$ cat config.mk
export PLATFORM = sky130hd
export DESIGN_NAME = dut
export DESIGN_NICKNAME = d
export VERILOG_FILES = /design/src/rtl/dut.sv
export SDC_FILE = /design/constraint.sdc
export NUM_CORES = 2
export LEC_CHECK = 0
export BUFFER_PORTS_ARGS = -buffer_cell sky130_fd_sc_hd__buf_2
export CAP_MARGIN = 10
export CORE_UTILIZATION = 70
export DETAILED_ROUTE_END_ITERATION = 16
export PLACE_DENSITY = 0.91
export SETUP_SLACK_MARGIN = 0.2
export SYNTH_ARGS = -nofsm -noshare
export SYNTH_HDL_FRONTEND = slang
export SYNTH_SLANG_ARGS = --single-unit
$ cat constraint.sdc
create_clock -name sys_clk -period 12.48 [get_ports sys_clk]
set_input_delay 3.12 -clock sys_clk [delete_from_list [all_inputs] [get_ports sys_clk]]
set_output_delay 3.12 -clock sys_clk [all_outputs]
set_load 0.01 [all_outputs]
$ cat src/rtl/dut.sv
// 17-tap symmetric RRC pulse-shaping FIR, 1s17 in/out; fold, multiply, sum pipeline.
// Latency 3 sys_clk edges from sample capture to y; DUT_SATURATE_EN selects clamping over wrap.
module dut #(
    parameter int NTAPS     = 17,
    parameter int COEF_FRAC = 17
) (
    input  logic               sys_clk,
    input  logic               reset,
    input  logic               clk,
    input  logic               sys_clk2_en,
    input  logic               sam_clk_en,
    input  logic signed [17:0] x_in,
    output logic signed [17:0] y
);
    localparam int NHALF = NTAPS / 2;

    function automatic logic signed [17:0] coef(input int k);
        case (k)
            0:       coef = 18'sd655;
            1:       coef = -18'sd2294;
            2:       coef = -18'sd4588;
            3:       coef = -18'sd4260;
            4:       coef = 18'sd1311;
            5:       coef = 18'sd9830;
            6:       coef = 18'sd20644;
            7:       coef = 18'sd29164;
            default: coef = 18'sd32768;
        endcase
    endfunction

    logic signed [17:0] x_q [NTAPS];
    logic signed [17:0] x_d [NTAPS];
    logic signed [18:0] p_q [NHALF+1];
    logic signed [18:0] p_d [NHALF+1];
    logic signed [36:0] m_q [NHALF+1];
    logic signed [36:0] m_d [NHALF+1];
    logic signed [40:0] sum_d;
    logic signed [40:0] shifted;
    logic signed [17:0] y_q;
    logic signed [17:0] y_d;

    // clk and sys_clk2_en exist only for pin compatibility; low sum bits drop out in the shift.
    logic unused_ok;
    assign unused_ok = &{1'b0, clk, sys_clk2_en, sum_d};

    always_comb begin
        for (int k = 0; k < NTAPS; k++) begin
            x_d[k] = x_q[k];
        end
        if (sam_clk_en) begin
            x_d[0] = x_in;
            for (int k = 1; k < NTAPS; k++) begin
                x_d[k] = x_q[k-1];
            end
        end
    end

    // Fold the symmetric taps before multiplying so only NHALF+1 products are needed.
    always_comb begin
        for (int k = 0; k < NHALF; k++) begin
            p_d[k] = 19'(x_q[k]) + 19'(x_q[NTAPS-1-k]);
        end
        p_d[NHALF] = 19'(x_q[NHALF]);
        for (int k = 0; k <= NHALF; k++) begin
            m_d[k] = 37'(p_q[k]) * 37'(coef(k));
        end
    end

    // The sum register is merged with y_q: the adder tree feeds the output flop directly.
    always_comb begin
        sum_d = '0;
        for (int k = 0; k <= NHALF; k++) begin
            sum_d = sum_d + 41'(m_q[k]);
        end
        shifted = sum_d >>> COEF_FRAC;
`ifdef DUT_SATURATE_EN
        if (shifted > 41'sd131071) begin
            y_d = 18'sd131071;
        end else if (shifted < -41'sd131072) begin
            y_d = -18'sd131072;
        end else begin
            y_d = shifted[17:0];
        end
`else
        y_d = shifted[17:0];
`endif
    end

    always_ff @(posedge sys_clk) begin
        if (reset) begin
            for (int k = 0; k < NTAPS; k++) begin
                x_q[k] <= '0;
            end
            for (int k = 0; k <= NHALF; k++) begin
                p_q[k] <= '0;
                m_q[k] <= '0;
            end
            y_q <= '0;
        end else begin
            x_q <= x_d;
            p_q <= p_d;
            m_q <= m_d;
            y_q <= y_d;
        end
    end

    assign y = y_q;
endmodule

==> key figures <==
Run status
  – Status: finished, final reports clean

Setup path
  – Slowest-stage cell, CP: dfxtp_1
  – Most frequent CP cell: fa_1
  – Setup crit end kind: flip-flop
  – Max incr delay on CP: 820 ps
  – Worst endpoint required time: 13010 ps
  – Startpoint types: flip-flop
  – Setup Crit Path Kind: flip-flop to flip-flop
  – CP cell instances: inv_1, buf_4, fa_1, fa_1, inv_1, fa_1, fa_1, inv_1, fa_1, inv_1, ha_1, and3_1, and3_1, o211a_1, a21oi_1, and2_1, o211a_1, o41ai_1, xnor2_1, nor2_1
  – CP arrival: roughly 7000 ps
  – Flop2flop setup slack: 5950 ps
  – Crit Path Max Fanout: 20

Die
  – Initial Util: 70.7%
  – Die Span Y: 323 µm
  – Cell Rows: 117
  – I/O pins: approximately 40
  – Total Die Area: approximately 0.10 mm²
  – Die W: around 320 µm
  – Core Region: between 0.1 and 0.15 mm²

Synthesis
  – Netlist cell types: 86
  – Yosys warns: 0
  – #FFs+latches synth: approximately 770
  – Syn Nets: 9507
  – Mapped Cells: 7535
  – Post-synthesis cell area: between 0.07 and 0.08 mm²
  – Mean post-synth cell area: 9.54 µm²
  – Async S/R FF share, synth: 0%
  – Ys flop type: dfxtp_1
  – Seq/Total Area, Yosys: 21.3%
  – Post-synth EDFFs: 0

Route
  – Via count: 52060
  – Final WL: 187000 µm
  – Routed len/inst: slightly above 20 µm
  – TritonRoute pass-1 iters: 6
  – Vias/cell: between 5 and 6
  – 1st-iter DRT viols: 4684
  – Number of routed nets with antenna violations: 0
  – DRC viols: 0

Run
  – Max-cap viol count: 0

CTS
  – # hold bufs at CTS: 0
  – Clock Pin Slew Worst Setup and Hold Paths: 70 ps
  – H-tree Lvls: 3
  – CTS tree: built
  – Root Driver: clkbuf_16
  – Cts repair resizes: 0
  – Clock buffer depth: 3
  – Worst-Skew Late Latency: ~670 ps
  – Clock Sink Count: between 700 and 800
  – Inserted Clock Buffers: 82
  – Post-CTS Setup Inserts: 0

Timing
  – Post-layout min period: 6530 ps
  – Slew of the pin with the lowest slew margin: 1370 ps
  – Final count of hold timing violations: 0
  – Setup Viol. Count Final: 0
  – Slew Limit Fails: 0
  – Crit share post-route: 52.3%
  – Fmax achieved: 0.153 GHz
  – Slew HR: under 10%
  – RSZ-0062 raised after global routing: no
  – Final clock skew: 25.4 ps
  – TNS Setup: 0 ps
  – Setup slack after layout: 5950 ps

Final layout
  – Layout Area Growth over Synthesis: 6.21%
  – Nets@finish: 9519
  – Commonest non-fill, non-tap cell in the layout: inv_1
  – Layout cells sized above 1: 3.49%
  – Final non-filler cell total: 8986
  – Commonest non-fill, non-tap cells in the layout: inv_1 (1696), ha_1 (1068), fa_1 (881)

Power and ir drop
  – Maximum VDD drop: approximately 0.12 mV
  – Power Density: 100 mW/mm²
  – Sw frac: 34.9%
  – Switch Pwr: 2.67 mW
  – Clock power share: between 30% and 40%
  – Leakage: about 40 nW
  – Combinational share of power: 30.8%
  – Seq pwr share: 35.0%
  – Internal power: 4.98 mW

Placement
  – DP Worst Slack: about 6000 ps
  – I/O Buffers: 38
  – DP HPWL: 152000 µm
  – Placer Congestion: approximately 1
  – Placed Cells: 8830

Global routing
  – Vias in the first global route: between 50000 and 60000
  – Gr usage total: 36.9%
  – Pin count of the biggest net entering global routing: approximately 190
  – First-pass GRT wire length: between 200000 and 300000 µm
  – Grt ovf: 0
  – Initial antenna violation count: 8

Min path
  – Hold Path Class: flip-flop to flip-flop
-- metal layers --
layer / up-vias / global-route usage [%] / part of all wire (%)
met5: - / 0 / 0.0070
met4: 2 / 18.9 / 5.9
met3: 446 / 6.78 / 8.4
met2: 2093 / 56.7 / 44
met1: 25532 / 50.0 / 41
li1: 23987 / - / -
-- worst paths after layout --
check / endpoint / depth (start not counted) / start
setup / recovery: m_q[69] / 20 / p_q[37]
hold / removal: m_q[21] / 1 / p_q[6]
setup reg to reg: m_q[69] / 20 / p_q[37]
hold reg to reg: m_q[21] / 1 / p_q[6]
-- worst max-delay path, delay by kind of cell (launching register included) --
family	cells	cell delay [ps]
simple gates	4	730
buf+inv	5	730
fa+ha+maj	6	2910
xor+xnor	1	170
compound gates	4	1020
flops	1	820
-- cell families after synthesis --
kind of cell	Yosys count	share of synthesized area, %
fa+ha+maj	1949	43.1
simple gates	1398	8.77
compound gates	928	8.54
buf+inv	1829	9.57
xor+xnor	337	4.10
flops	765	21.3
mux	329	4.61
-- power by group through the flow --
| stage | sequential, mW | clock [mW] | combinational [mW] |
|---|---|---|---|
| detailed placement | 2.73 | 0 | 2.30 |
| global placement | 2.72 | 0 | 2.23 |
| floorplan | 2.68 | 0 | 1.55 |
| finish | 2.67 | 2.62 | 2.36 |
| CTS | 2.67 | 2.63 | 2.33 |
| global route | 2.68 | 2.72 | 2.58 |
-- synth_stat cells, types with 9 or more instances --
library cell / number / area [µm²]
inv_1: 1696 / 6370
ha_1: 1068 / 13400
fa_1: 881 / 17600
dfxtp_1: 765 / 15300
nor2_1: 752 / 2820
mux2i_1: 314 / 3140
a21oi_1: 232 / 1160
xnor2_1: 201 / 1760
o21ai_0: 191 / 956
nand2_1: 166 / 623
xor2_1: 136 / 1190
nor2b_1: 129 / 807
a21o_1: 121 / 908
nor3_1: 105 / 526
clkbuf_1: 92 / 345
nand3_1: 63 / 315
o21a_1: 63 / 473
a211oi_1: 60 / 450
o21bai_1: 44 / 330
nand2b_1: 41 / 257
buf_1: 38 / 143
and3_1: 36 / 225
a31oi_1: 32 / 200
and2_1: 29 / 181
or2_2: 20 / 125
o211ai_1: 17 / 128
a211o_1: 15 / 131
mux2_2: 15 / 169
o31ai_1: 14 / 105
nor3b_1: 12 / 90.1
o31a_1: 12 / 105
o41ai_1: 12 / 105
a221oi_1: 11 / 96.3
a41oi_1: 11 / 96.3
a2111oi_0: 10 / 87.6
a31o_2: 10 / 87.6
nand4_1: 9 / 56.3
-- state kept, by name (all words and copies together), names as in the netlist --
| name | count |
|---|---|
| p_d | 18 |
| y | 18 |
| m_q | 271 |
| x_q | 288 |
| p_q | 170 |
-- metrics by stage --
| stage | cell area [µm²] | utilization, % | hold slack [ps] | power [mW] |
|---|---|---|---|---|
| 2_1_floorplan | 71900 | - | 414 | 4.22 |
| 3_3_place_gp | 73500 | 72.3 | 418 | 4.95 |
| 3_5_place_dp | 73500 | 72.3 | 425 | 5.03 |
| 4_1_cts | 76400 | 75.0 | 444 | 7.62 |
| 5_1_grt | 76400 | 75.1 | 461 | 7.98 |
| 6_report | 76400 | 75.1 | 439 | 7.65 |
-- area by class of cell --
cell class                      instances  area [µm²]
Antenna cell                            5        12.5
Clock buffer                          103        2210
Clock inverter                         47         629
Fill cell                            6733       25400
Inverter                             1697        6370
Multi-Input combinational cell       4941       49700
Sequential cell                       765       15300
Tap cell                             1368        1710
Timing Repair Buffer                   60         413
(Power assumes the default switching activity.)
